<file path="src/rtl/dvp_capture_crop_if.sv">
// Camera-side DVP bus bundle.
//
// The camera (or a bench standing in for it) drives the bus through the
// master modport; the capture stage samples it through the slave modport.
//   Vsync  camera vsync, high during vertical blanking
//   Href   camera line valid
//   Data   camera data byte (DATA_W bits)
interface dvp_capture_crop_if #(
    parameter int DATA_W = 8
) ();
    logic              Vsync;
    logic              Href;
    logic [DATA_W-1:0] Data;

    modport master (output Vsync, output Href, output Data);
    modport slave  (input  Vsync, input  Href, input  Data);
endinterface

</file>
<file path="src/rtl/dvp_capture_crop.sv">
// DVP camera capture stage with crop window, start-up frame skip and frame
// decimation. Assembles BEATS-beat pixels from the camera byte bus (first
// beat in the MSBs) and emits one-cycle pixel strobes with window-relative
// coordinates. Runs entirely in the camera pixel clock domain.
//
// Ports
//   PCLK, Rst_n            pixel clock, asynchronous active-low reset
//   cam (slave)            Vsync / Href / Data from the camera
//   crop_x0, crop_y0       window origin (pixels / lines), latched per frame
//   crop_w, crop_h         window size, 0 captures nothing, latched per frame
//   decim                  keep one frame out of decim+1, sampled per frame
//   ImageState             high until SKIP_FRAMES frames have elapsed
//   DataValid, DataPixel   one-cycle pixel strobe and assembled pixel
//   Xaddr, Yaddr           coordinates relative to the window origin
//   FrameStart, FrameDone  first-pixel and end-of-captured-frame pulses
//   frame_pix_cnt          pixels emitted in the last captured frame
module dvp_capture_crop #(
    parameter int DATA_W      = 8,
    parameter int BEATS       = 2,
    parameter int ADDR_W      = 12,
    parameter int SKIP_FRAMES = 10
) (
    input  logic                    PCLK,
    input  logic                    Rst_n,
    dvp_capture_crop_if.slave       cam,
    input  logic [ADDR_W-1:0]       crop_x0,
    input  logic [ADDR_W-1:0]       crop_y0,
    input  logic [ADDR_W-1:0]       crop_w,
    input  logic [ADDR_W-1:0]       crop_h,
    input  logic [3:0]              decim,
    output logic                    ImageState,
    output logic                    DataValid,
    output logic [DATA_W*BEATS-1:0] DataPixel,
    output logic [ADDR_W-1:0]       Xaddr,
    output logic [ADDR_W-1:0]       Yaddr,
    output logic                    FrameStart,
    output logic                    FrameDone,
    output logic [23:0]             frame_pix_cnt
);

    localparam int               PIX_W     = DATA_W * BEATS;
    localparam int               BEAT_W    = 2;
    localparam logic [BEAT_W-1:0] LAST_BEAT = BEAT_W'(BEATS - 1);
    localparam logic [7:0]       SKIP_N    = 8'(SKIP_FRAMES);
    localparam logic             IS_RST    = (SKIP_FRAMES != 0);

    // Counter increment that sticks at all-ones instead of wrapping.
    function automatic logic [ADDR_W-1:0] sat_inc(input logic [ADDR_W-1:0] v);
        return (&v) ? v : v + 1'b1;
    endfunction

    // org <= pos < org+len, with the upper bound formed one bit wider so a
    // window reaching past 2^ADDR_W does not wrap around.
    function automatic logic in_span(input logic [ADDR_W-1:0] pos,
                                     input logic [ADDR_W-1:0] org,
                                     input logic [ADDR_W-1:0] len);
        logic [ADDR_W:0] lim;
        lim = {1'b0, org} + {1'b0, len};
        return (pos >= org) && ({1'b0, pos} < lim);
    endfunction

    logic              vsync_p0, href_p0, vsync_p1, href_p1;
    logic [DATA_W-1:0] data_p0;

    logic [BEAT_W-1:0] beat;
    logic [ADDR_W-1:0] raw_x, raw_y;
    logic [ADDR_W-1:0] cx0, cy0, cw, ch;
    logic [7:0]        skip_cnt;
    logic [3:0]        dcnt;
    logic              active;
    logic [23:0]       pix_cnt;

    logic              boundary, href_fall, pix_done, hit;
    logic [PIX_W-1:0]  pix_next;

    // ---- stage 1: register the camera pins ----
    always_ff @(posedge PCLK or negedge Rst_n) begin
        if (!Rst_n) begin
            vsync_p0 <= 1'b0;
            href_p0  <= 1'b0;
            vsync_p1 <= 1'b0;
            href_p1  <= 1'b0;
        end else begin
            vsync_p0 <= cam.Vsync;
            href_p0  <= cam.Href;
            vsync_p1 <= vsync_p0;
            href_p1  <= href_p0;
        end
    end

    always_ff @(posedge PCLK) begin
        data_p0 <= cam.Data;
    end

    assign boundary  = vsync_p0 & ~vsync_p1;
    assign href_fall = href_p1 & ~href_p0;
    // A frame boundary overrides any beat arriving in the same cycle.
    assign pix_done  = href_p0 && (beat == LAST_BEAT) && !boundary;
    assign hit       = pix_done && active &&
                       in_span(raw_x, cx0, cw) && in_span(raw_y, cy0, ch);

    // Earlier beats of the pixel sit in acc; the current beat is appended
    // at the LSB end, so after BEATS beats the first one is in the MSBs.
    generate
        if (BEATS > 1) begin : g_multi
            logic [PIX_W-DATA_W-1:0] acc;
            always_ff @(posedge PCLK) begin
                if (href_p0) acc <= pix_next[PIX_W-DATA_W-1:0];
            end
            assign pix_next = {acc, data_p0};
        end else begin : g_single
            assign pix_next = data_p0;
        end
    endgenerate

    // ---- stage 2: frame / line / pixel control and output registers ----
    always_ff @(posedge PCLK or negedge Rst_n) begin
        if (!Rst_n) begin
            beat          <= '0;
            raw_x         <= '0;
            raw_y         <= '0;
            cx0           <= '0;
            cy0           <= '0;
            cw            <= '0;
            ch            <= '0;
            skip_cnt      <= '0;
            dcnt          <= '0;
            active        <= 1'b0;
            pix_cnt       <= '0;
            ImageState    <= IS_RST;
            DataValid     <= 1'b0;
            DataPixel     <= '0;
            Xaddr         <= '0;
            Yaddr         <= '0;
            FrameStart    <= 1'b0;
            FrameDone     <= 1'b0;
            frame_pix_cnt <= '0;
        end else begin
            DataValid  <= 1'b0;
            FrameStart <= 1'b0;
            FrameDone  <= 1'b0;
            if (boundary) begin
                beat    <= '0;
                raw_x   <= '0;
                raw_y   <= '0;
                pix_cnt <= '0;
                cx0     <= crop_x0;
                cy0     <= crop_y0;
                cw      <= crop_w;
                ch      <= crop_h;
                if (active && (pix_cnt != 24'd0)) begin
                    FrameDone     <= 1'b1;
                    frame_pix_cnt <= pix_cnt;
                end
                if (skip_cnt < SKIP_N) skip_cnt <= skip_cnt + 8'd1;
                ImageState <= (({1'b0, skip_cnt} + 9'd1) < {1'b0, SKIP_N});
                // The frame being opened is judged by the skip state it
                // inherits, so the boundary that ends skipping still opens
                // a discarded frame. Decimation phase starts at the first
                // kept frame.
                if (ImageState) begin
                    active <= 1'b0;
                    dcnt   <= '0;
                end else begin
                    active <= (dcnt == 4'd0);
                    dcnt   <= (dcnt >= decim) ? 4'd0 : dcnt + 4'd1;
                end
            end else begin
                if (href_p0) begin
                    if (beat == LAST_BEAT) begin
                        beat  <= '0;
                        raw_x <= sat_inc(raw_x);
                    end else begin
                        beat <= beat + 1'b1;
                    end
                end else if (href_fall) begin
                    // A partial pixel left at line end is simply dropped.
                    beat  <= '0;
                    raw_x <= '0;
                    raw_y <= sat_inc(raw_y);
                end
                if (hit) begin
                    DataValid  <= 1'b1;
                    DataPixel  <= pix_next;
                    Xaddr      <= raw_x - cx0;
                    Yaddr      <= raw_y - cy0;
                    FrameStart <= (pix_cnt == 24'd0);
                    pix_cnt    <= pix_cnt + 24'd1;
                end
            end
        end
    end

endmodule

</file>
<file path="src/flat_wrapper.sv">
// flat-port wrapper written by rule: the top's interface ports become plain ports
module dvp_capture_crop_flat 
#(
    parameter int DATA_W      = 8,
    parameter int BEATS       = 2,
    parameter int ADDR_W      = 12,
    parameter int SKIP_FRAMES = 10
)
  (PCLK, Rst_n, crop_x0, crop_y0, crop_w, crop_h, decim, ImageState, DataValid, DataPixel, Xaddr, Yaddr, FrameStart, FrameDone, frame_pix_cnt, cam_Vsync, cam_Href, cam_Data);
  dvp_capture_crop_if #(.DATA_W(DATA_W)) cam_i ();
  input  logic PCLK;
  input  logic Rst_n;
  input  logic [ADDR_W-1:0] crop_x0;
  input  logic [ADDR_W-1:0] crop_y0;
  input  logic [ADDR_W-1:0] crop_w;
  input  logic [ADDR_W-1:0] crop_h;
  input  logic [3:0] decim;
  output logic ImageState;
  output logic DataValid;
  output logic [DATA_W*BEATS-1:0] DataPixel;
  output logic [ADDR_W-1:0] Xaddr;
  output logic [ADDR_W-1:0] Yaddr;
  output logic FrameStart;
  output logic FrameDone;
  output logic [23:0] frame_pix_cnt;
  input wire logic [$bits(cam_i.Vsync)-1:0] cam_Vsync;
  input wire logic [$bits(cam_i.Href)-1:0] cam_Href;
  input wire logic [$bits(cam_i.Data)-1:0] cam_Data;
  assign cam_i.Vsync = cam_Vsync;
  assign cam_i.Href = cam_Href;
  assign cam_i.Data = cam_Data;
  dvp_capture_crop #(.DATA_W(DATA_W), .BEATS(BEATS), .ADDR_W(ADDR_W), .SKIP_FRAMES(SKIP_FRAMES)) u_core (.PCLK(PCLK), .Rst_n(Rst_n), .cam(cam_i), .crop_x0(crop_x0), .crop_y0(crop_y0), .crop_w(crop_w), .crop_h(crop_h), .decim(decim), .ImageState(ImageState), .DataValid(DataValid), .DataPixel(DataPixel), .Xaddr(Xaddr), .Yaddr(Yaddr), .FrameStart(FrameStart), .FrameDone(FrameDone), .frame_pix_cnt(frame_pix_cnt));
endmodule
</file>
<file path="config.mk">
export PLATFORM = sky130hd
export DESIGN_NAME = dvp_capture_crop_flat
export DESIGN_NICKNAME = d
export VERILOG_FILES = /design/src/rtl/dvp_capture_crop_if.sv /design/src/rtl/dvp_capture_crop.sv /design/src/flat_wrapper.sv
export SDC_FILE = /design/constraint.sdc
export NUM_CORES = 1
export LEC_CHECK = 0
export CAP_MARGIN = 20
export CORE_ASPECT_RATIO = 1.5
export CORE_UTILIZATION = 45
export DETAILED_ROUTE_END_ITERATION = 6
export PLACE_DENSITY = 0.67
export SETUP_SLACK_MARGIN = 0.02
export SLEW_MARGIN = 15
export SYNTH_ARGS = -nofsm -noshare
export SYNTH_HDL_FRONTEND = slang
export SYNTH_SLANG_ARGS = --single-unit
export TNS_END_PERCENT = 100
</file>
<file path="constraint.sdc">
create_clock -name PCLK -period 12 [get_ports PCLK]
set_clock_uncertainty 0.1 [all_clocks]
set_input_delay 1.8 -clock PCLK [delete_from_list [all_inputs] [get_ports PCLK]]
set_output_delay 1.8 -clock PCLK [all_outputs]
set_load 0.1 [all_outputs]
</file>
==> results of run 1 <==
[synth_stat cells, drive strengths merged (5+ instances only)]
| cell | number | share of area [%] |
|---|---|---|
| or2 | 6 | 0.35 |
| nor3 | 15 | 0.81 |
| o31a | 14 | 1.1 |
| clkbuf | 22 | 0.77 |
| nor2b | 8 | 0.47 |
| a21o | 13 | 0.91 |
| inv | 53 | 1.9 |
| nand2b | 13 | 0.76 |
| o21a | 16 | 1.1 |
| nor2 | 53 | 1.9 |
| buf | 14 | 0.91 |
| nand4 | 20 | 1.2 |
| mux2 | 33 | 3.5 |
| nand2 | 206 | 7.2 |
| o31ai | 9 | 0.63 |
| or3 | 15 | 0.88 |
| and3 | 20 | 1.2 |
| xnor2 | 19 | 1.6 |
| o21ai | 80 | 3.7 |
| ha | 81 | 9.5 |
| a21oi | 39 | 1.8 |
| dfrtp | 182 | 43 |
| edfxtp | 8 | 2.2 |
| a31oi | 5 | 0.29 |
| a211oi | 7 | 0.54 |
| nand3 | 22 | 1.0 |
| dfxtp | 8 | 1.5 |
| mux2i | 14 | 1.3 |
| xor2 | 34 | 2.8 |
| nor4 | 12 | 0.90 |
[through the flow]
| step | hold slack (ps) | cell area (um2) | power (W) |
|---|---|---|---|
| 2_1_floorplan | 268 | 10700 | 0.00105 |
| 3_3_place_gp | 267 | 12300 | 0.00116 |
| 3_5_place_dp | 269 | 12300 | 0.00117 |
| 4_1_cts | 286 | 12900 | 0.00176 |
| 5_1_grt | 315 | 12900 | 0.00184 |
| 6_report | 285 | 12900 | 0.00174 |
[cells in the final DEF (no fill, tap or decap), types with 14 or more instances in the layout]
cell / n
nand2_1: 206
dfrtp_1: 182
clkdlybuf4s50_1: 130
ha_1: 81
o21ai_0: 77
inv_1: 53
nor2_1: 53
a21oi_1: 39
xor2_1: 34
mux2_2: 33
nand3_1: 22
and3_1: 20
nand4_1: 20
xnor2_1: 19
clkbuf_16: 17
o21a_1: 16
or3_1: 15
nor3_1: 14
o31a_1: 14
mux2i_1: 14
[routing by layer]
metal / wire length, um / part of all wire [%] / vias up
li1: - / - / 4084
met1: 10600 / 43 / 3937
met2: 12700 / 51 / 160
met3: 743 / 3.0 / 46
met4: 644 / 2.6 / 0
met5: 0 / 0 / -
[power by group through the flow]
stage | Sequential (W) | Combinational (W) | Clock (W)
after detailed placement | 0.000774 | 0.000399 | 0
after floorplan | 0.000775 | 0.000276 | 0
after global routing | 0.000768 | 0.000451 | 0.000617
after global placement | 0.000772 | 0.000393 | 0
final | 0.000761 | 0.000400 | 0.000579
after CTS | 0.000761 | 0.000403 | 0.000593
[area by class of cell]
cell class / count / area (um2)
multi-input combinational: 805 / 5360
inverter: 54 / 203
sequential: 199 / 4980
timing repair buffer: 140 / 1400
clock inverter: 15 / 181
clock buffer: 17 / 425
fill: 2124 / 10200
tap: 315 / 394
[path summary, 6_finish.rpt]
| check | cells after the start | end | startpoint |
|---|---|---|---|
| worst max-delay path | 18 | u_core.DataPixel[1] | u_core.cx0[0] |
| worst min register to register | 0 | u_core.skip_cnt[7] | u_core.skip_cnt[7] |
| worst max register to register | 18 | u_core.DataPixel[1] | u_core.cx0[0] |
| min in group asynchronous | 1 | u_core.Xaddr[5] | Rst_n |
| worst min-delay path | 0 | u_core.skip_cnt[7] | u_core.skip_cnt[7] |
| max in group asynchronous | 3 | u_core.DataPixel[8] | Rst_n |
[logic make-up after synthesis]
| logic type | synth area share, % |
|---|---|
| mux | 4.78 |
| fa+ha+maj | 10.2 |
| buf+inv | 3.58 |
| simple gates | 17.9 |
| flops | 46.5 |
| compound gates | 12.7 |
| xor+xnor | 4.33 |
[critical path: stages (launching register included)]
cell and delay (ps):
dfrtp_1 380, ha_1 190, inv_1 60, fa_1 390, nor2b_1 160, o2111ai_1 170, a311oi_1 330, o21ai_0 120
nand2b_1 90, xnor2_1 120, ha_1 270, a21oi_1 120, o21ai_0 110, a211oi_2 300, nor4_4 80, buf_4 230
nor3_4 490, buf_4 670, mux2_2 410
==> impl_metrics.tcl, run 1 <==
set metrics [dict create \
    finalCoreUtilization_pct 55.9 \
    p_sw_w 0.000561 \
    hp-class "flip-flop to flip-flop" \
    cts.path.max_buffers 2 \
    cts_setup_buffers 0 \
    rows 68 \
    synth-seq-area-share_pct 46.5 \
    setup_tns_ps 0 \
    gp_congestion 0.835 \
    fin_cells 1545 \
    leakage_nw 6.10 \
    slew_viol_final 0 \
    grt_first_pass_wirelength_mm 41.1 \
    die-area_um2 24400 \
    fmax_mhz 203 \
    powerDensity_nw_per_um2 134 \
    wl_per_cell_um 16.0 \
    cts_root_buf "clkbuf_16" \
    drv_cap 0 \
    worstPathRequired_ps 12230 \
    synth_edf_count 8 \
    grtUsageMet1_pct 26.4 \
    synthFlopType "dfrtp_1" \
    gr-total-overflow 0 \
    grt_busiest_layer "met2" \
    nNetsFinal 1366 \
    swShare_pct 32.3 \
    synth_area_um2 10700 \
    post_synth_num_cell_types 68 \
    end_kind "flip-flop" \
    grt_max_degree 113 \
    ys.warnings.count 0 \
    hold_viol_final 0 \
    antenna_found_initial 0 \
    core_region_area_um2 23100 \
    grt_usage_pct 21.6 \
    ys_ff_latch 199 \
    place_ws_ps 7030 \
    setup-violations-final 0 \
    reg_top3 "u_core.frame_pix_cnt x24, u_core.pix_cnt x24, u_core.DataPixel x16" \
    firstDrtPassIters 4 \
    die_h_um 191 \
    grt_util_met2_pct 37.9 \
    grt_use_met3_pct 3.30 \
    syn_area_per_cell_um2 9.79 \
    die_w_um 128 \
    async_reset_ff_share_pct 92.0 \
    post-route-drc-count 0 \
    viasPerCell 5.32 \
    hpwl_mm 18.2 \
    area_growth_pct 20.9 \
    route.vias.total 8227 \
    io_buffers 131 \
    ir_worst_vdd_mv 0.105 \
    cts_resized 0 \
    post-place-cells 1512 \
    cp-start-kind "flip-flop" \
    synthesis.nets 1243 \
    worst_pin_slew_ps 1050 \
    p_int_w 0.00118 \
    relSlewSlack_pct 29.6 \
    status "finished, final reports clean" \
    crit_type "flip-flop to flip-flop" \
    path_clk_slew_ps 80 \
    pwr-share-clk_pct 33.3 \
    num_antenna_cells 0 \
    htree_levels 4 \
    cts_tree "yes" \
    rsz0062_at_grt "false" \
    comb_power_share_pct 23.0 \
    setup_slack_ps 7070 \
    num_io_pins 132 \
    fin_crit_ps 4930 \
    syn_inst 1094 \
    routed_wl_mm 24.8 \
    start_util_pct 46.3 \
    first_iter_violations 432 \
    seqPwrFrac_pct 43.7 \
    cts_hold_buffers 0 \
    critical_path_peak_fanout 58 \
    crit_arrival_ps 5160 \
    rrSetupSlack_ps 7070 \
    insertion_delay_ps 450 \
    cts_buffers 17 \
    cts_sinks 199 \
    post_route_cells_drive_above_1_share_pct 7.56 \
    antenna_left 0 \
    first_global_vias 8305 \
    fin_crit_sh_pct 41.1 \
]
(Power assumes the default switching activity.)
==> run 2, diff against run 1 <==
Clock period 12 ns to 5 ns, I/O delays scaled along.
==> run 2 against run 1 <==
Compared with the run above: utilization fell by 0.10 points; critical path type unchanged; sequential power rose by 140%; critical endpoint is now u_core.Yaddr[11]; register-to-register slack got worse by 6600 ps; power rose by 130%.
==> impl_metrics.tcl, run 2 (synthesized netlist as in run 1, its figures left out) <==
set metrics [dict create \
    hpwl_mm 18.6 \
    leakage_nw 6.08 \
    status "finished, final reports clean" \
    post-route-drc-count 0 \
    fin_crit_sh_pct 89.9 \
    end_kind "flip-flop" \
    cts_setup_buffers 0 \
    die_w_um 128 \
    finalCoreUtilization_pct 55.8 \
    fmax_mhz 222 \
    seqPwrFrac_pct 44.7 \
    nNetsFinal 1369 \
    setup_tns_ps 0 \
    wl_per_cell_um 16.1 \
    num_io_pins 132 \
    cts_sinks 199 \
    ir_worst_vdd_mv 0.278 \
    cts_hold_buffers 0 \
    cp-start-kind "flip-flop" \
    path_cells "ha_1, fa_1, a211o_1, a21oi_1, o21bai_1, a21oi_1, o21bai_1, a21oi_1, xor2_1, ha_1, o21ai_0, o21ai_0, a21oi_1, nor4_2, buf_4, nor3_4, buf_12, mux2_2" \
    firstDrtPassIters 5 \
    path_clk_slew_ps 70 \
    htree_levels 4 \
    slew_viol_final 0 \
    insertion_delay_ps 440 \
    cts_tree "yes" \
    die_h_um 191 \
    critical_path_peak_fanout 67 \
    fin_crit_ps 4500 \
    cts_root_buf "clkbuf_16" \
    drv_cap 0 \
    relSlewSlack_pct 30.9 \
    worst_pin_slew_ps 1030 \
    antenna_found_initial 1 \
    first_iter_violations 337 \
    crit_arrival_ps 4720 \
    start_util_pct 46.3 \
    fillCellCount 2132 \
    final_cell_mix "nand2_1 (206), dfrtp_1 (182), clkdlybuf4s50_1 (130)" \
    hold_viol_final 0 \
    viasPerCell 5.35 \
    finalPower_w 0.00408 \
    routed_wl_mm 24.9 \
    rsz0062_at_grt "false" \
    grt_max_degree 98 \
    first_global_vias 8337 \
    gp_congestion 0.851 \
    final_common_cell "nand2_1" \
    place_ws_ps 504 \
    comb_power_share_pct 23.5 \
    hp-class "flip-flop to flip-flop" \
    setup_slack_ps 503 \
    p_int_w 0.00280 \
    antenna_left 0 \
    crit_path_max_incr_delay_ps 430 \
    crit_type "flip-flop to flip-flop" \
    critPathTopFamily "compound AO/OA/AOI/OAI gates" \
    io_buffers 131 \
    core_region_area_um2 23100 \
    swShare_pct 31.4 \
    gr-total-overflow 0 \
    worstPathRequired_ps 5230 \
    slowest_stage "fa_1" \
    cts_buffers 17 \
    grt_usage_pct 21.7 \
    cts_resized 0 \
    pwr-share-clk_pct 31.8 \
    cts.path.max_buffers 2 \
    die-area_um2 24400 \
    rows 68 \
    p_sw_w 0.00128 \
    route.vias.total 8287 \
    post_route_cells_drive_above_1_share_pct 7.62 \
    crit_top_cell "a21oi_1" \
    area_growth_pct 20.7 \
    setup-violations-final 0 \
    powerDensity_nw_per_um2 316 \
    cp.buffers_inverters 2 \
    reg_top3 "u_core.frame_pix_cnt x24, u_core.pix_cnt x24, u_core.DataPixel x16" \
    grt_first_pass_wirelength_mm 41.3 \
]
[run 2: changes by cell type in the layout (fill, tap and decap cells not counted)]
cell	delta
clkinvlp_4	+3
buf_4	+2
clkbuf_1	+2
diode_2	+1
buf_16	-1
buf_12	+2
inv_8	-4
inv_6	+2
clkinv_4	+1
clkinv_8	-4
[run 2: per-stage QoR]
| step | std cells | hold WS, ps | cell area, um2 |
|---|---|---|---|
| floorplan | 1094 | 268 | 10700 |
| global placement | 1516 | 268 | 12400 |
| detailed placement | 1516 | 267 | 12400 |
| CTS | 1548 | 285 | 12900 |
| global route | 1549 | 299 | 12900 |
| finish | 1549 | 283 | 12900 |
[run 2: path summary, 6_finish.rpt]
check	start	endpoint	slack, ps	cells past startpoint
max	u_core.cy0[0]	u_core.Yaddr[11]	500	18
min	u_core.skip_cnt[7]	u_core.skip_cnt[7]	280	0
max reg2reg	u_core.cy0[0]	u_core.Yaddr[11]	500	18
min reg2reg	u_core.skip_cnt[7]	u_core.skip_cnt[7]	280	0
max in group asynchronous	Rst_n	u_core.ImageState	3530	2
min in group asynchronous	Rst_n	u_core.frame_pix_cnt[10]	290	1
[run 2: cell type report]
type	count	area (um2)	share of cell area [%]
multi-input combinational	805	5360	41.5
sequential	199	4980	38.5
timing repair buffer	143	1430	11.0
clock buffer	19	433	3.35
tap	315	394	3.05
inverter	54	203	1.57
clock inverter	13	120	0.930
antenna	1	2.50	0.0194
[run 2: per-layer routing]
layer  track usage (%)  vias up  wire length, um
met1              25.9     3973            10500
met4              9.32        0              640
met2              38.5      179            12900
li1                  -     4096                -
met3              3.16       39              835
met5                 0        -                0
[run 2: power groups by stage]
stage                     registers [W]  clock network, W  logic (W)
final                           0.00183           0.00130   0.000959
after global routing            0.00184           0.00140    0.00110
after CTS                       0.00182           0.00133   0.000970
after detailed placement        0.00186                 0   0.000962
after global placement          0.00185                 0   0.000945
after floorplan                 0.00186                 0   0.000662
==> run 3, diff against run 2 <==
Settings changed: ABC_AREA set to 1, PLACE_DENSITY 0.67 to 0.66.
==> run 3 against run 2 <==
Compared with the run above: wire length grew 8.3%; register-to-register slack better by 550 ps; sequential share of layout area decreased by 1.2 points; via count up 14%; synthesized area increased by 4.3%; combinational power increased by 3.9%; maximum frequency increased by 14%; utilization shrank 1.0 points; power grew 2.9%; synthesized cell count grew 25%; global-route usage up 1.1 points; first-iteration DRC count is 70% higher; critical endpoint is now u_core.Yaddr[6].
==> impl_metrics.tcl, run 3 <==
set metrics [dict create \
    path_clk_slew_ps 70 \
    cts_resized 0 \
    rrSetupSlack_ps 1050 \
    nNetsFinal 1637 \
    cts_sinks 199 \
    fin_cells 1825 \
    gr-total-overflow 0 \
    synth-seq-area-share_pct 44.6 \
    firstDrtPassIters 5 \
    area_growth_pct 19.5 \
    end_kind "flip-flop" \
    finalPower_w 0.00420 \
    grt_first_pass_wirelength_mm 45.2 \
    powerDensity_nw_per_um2 315 \
    reg_top3 "u_core.frame_pix_cnt x24, u_core.pix_cnt x24, u_core.DataPixel x16" \
    slew_viol_final 0 \
    rr_endpoint "u_core.Yaddr[6]" \
    worstPathRequired_ps 5280 \
    ys_ff_latch 199 \
    relSlewSlack_pct 26.4 \
    hp-class "input port to asynchronous set/reset pin" \
    antenna_found_initial 0 \
    syn_area_per_cell_um2 8.15 \
    leakage_nw 6.47 \
    antenna_left 0 \
    route.vias.total 9478 \
    hpwl_mm 20.6 \
    wl_per_cell_um 14.8 \
    synthTopCellsByArea "dfrtp_1 (41%), nand2_1 (14%), ha_1 (9.1%)" \
    first_global_vias 9351 \
    fmax_mhz 253 \
    grt_usage_pct 22.8 \
    start_util_pct 45.9 \
    viasPerCell 5.19 \
    final_common_cell "nand2_1" \
    die_w_um 131 \
    synth_top_area_share_pct 40.8 \
    synthFlopType "dfrtp_1" \
    cts_root_buf "clkbuf_16" \
    async_reset_ff_share_pct 92.0 \
    post_route_cells_drive_above_1_share_pct 4.66 \
    critical_path_peak_fanout 31 \
    synthesis.nets 1520 \
    yosysTopAreaCell "dfrtp_1" \
    cts_buffers 17 \
    hold_viol_final 0 \
    io_buffers 131 \
    setup_slack_ps 1050 \
    status "finished, final reports clean" \
    htree_levels 4 \
    synth_edf_count 8 \
    cp-start-kind "flip-flop" \
    multi_input_area_um2 5490 \
    syn_inst 1371 \
    post-place-cells 1793 \
    die_h_um 195 \
    synthTopCellsByCount "nand2_1 (413), dfrtp_1 (182), inv_1 (124)" \
    cts_setup_buffers 0 \
    crit_type "flip-flop to flip-flop" \
    setup_tns_ps 0 \
    cts_hold_buffers 0 \
    rr_worst_depth 19 \
    post_synth_num_cell_types 42 \
    cts_tree "yes" \
    routed_wl_mm 27.0 \
    cts.path.max_buffers 2 \
    grt_max_degree 99 \
    r2r-start "u_core.cx0[0]" \
    die-area_um2 25500 \
    ir_worst_vdd_mv 0.239 \
    worst_pin_slew_ps 1100 \
    insertion_delay_ps 450 \
    place_ws_ps 1050 \
    finalCoreUtilization_pct 54.8 \
    ys.warnings.count 0 \
    setup-violations-final 0 \
    core_region_area_um2 24300 \
    final_cell_mix "nand2_1 (413), dfrtp_1 (182), clkdlybuf4s50_1 (130)" \
    drv_cap 0 \
    rows 70 \
    fin_crit_ps 3950 \
    synth_area_um2 11200 \
    yosysMostFrequentCell "nand2_1" \
    post-route-drc-count 0 \
    fin_crit_sh_pct 79.0 \
    num_antenna_cells 0 \
    fillCellCount 2375 \
    crit_arrival_ps 4230 \
    first_iter_violations 572 \
    rsz0062_at_grt "false" \
    num_io_pins 132 \
    seq_area_um2 4980 \
    gp_congestion 0.908 \
]
[run 3: layout make-up]
type / count / area share (%)
Clock buffer: 17 / 3.19
Multi-Input combinational cell: 999 / 41.1
Tap cell: 324 / 3.04
Clock inverter: 15 / 1.28
Timing Repair Buffer: 140 / 10.4
Inverter: 131 / 3.68
Sequential cell: 199 / 37.3
[run 3: how the worst max path moves through the flow]
stage | startpoint | end | slack [ps] | cells after the start
after floorplan | u_core.cx0[0] | u_core.pix_cnt[0] | 1950 | 20
after global placement | u_core.cx0[0] | u_core.pix_cnt[4] | 1130 | 19
after detailed placement | u_core.cx0[0] | u_core.Yaddr[6] | 1050 | 19
after CTS | u_core.cx0[0] | u_core.Yaddr[6] | 1020 | 19
after global routing | u_core.cx0[0] | u_core.Yaddr[6] | 760 | 21
final | u_core.cx0[0] | u_core.Yaddr[6] | 1050 | 19
[run 3: logic make-up after synthesis]
logic type / synth area share, %
DFF: 44.6
and+or+nand+nor: 24.8
xor gates and xnor gates: 4.63
adders and majority gates: 9.79
buffers and inverters: 6.33
muxes: 0.202
AOI/OAI and AO/OA: 9.67
[run 3: critical path, stage by stage, from the launching register on]
cell and delay [ps]:
dfrtp_1 380, ha_1 160, inv_1 80, fa_1 400, nand3b_1 170, nand2_1 170, a31oi_1 140, nor2_1 110
nor2_1 50, xor2_1 140, ha_1 290, a21o_1 160, nand2_1 70, nand2_1 80, nor2_4 510, nand2_2 110
buf_4 250, inv_2 300, nand2_1 110, nand2_1 80
[run 3: per-stage QoR]
stage / cell area, um2 / hold WS [ps]
after floorplan: 11200 / 254
after global placement: 12800 / 264
after detailed placement: 12800 / 264
after CTS: 13300 / 282
after global routing: 13300 / 283
final: 13300 / 263
[run 3: power by group]
| part | internal (W) | switching (W) |
|---|---|---|
| Clock | 0.000719 | 0.000673 |
| Combinational | 0.000393 | 0.000603 |
| Sequential | 0.00172 | 0.0000859 |
| Total | 0.00284 | 0.00136 |
[run 3: layer usage]
metal | share of wire, % | vias up | global-route usage (%)
li1 | - | 4737 | -
met1 | 40 | 4456 | 26.0
met2 | 53 | 233 | 41.4
met3 | 3.5 | 52 | 3.59
met4 | 3.1 | 0 | 9.20
met5 | 0 | - | 0
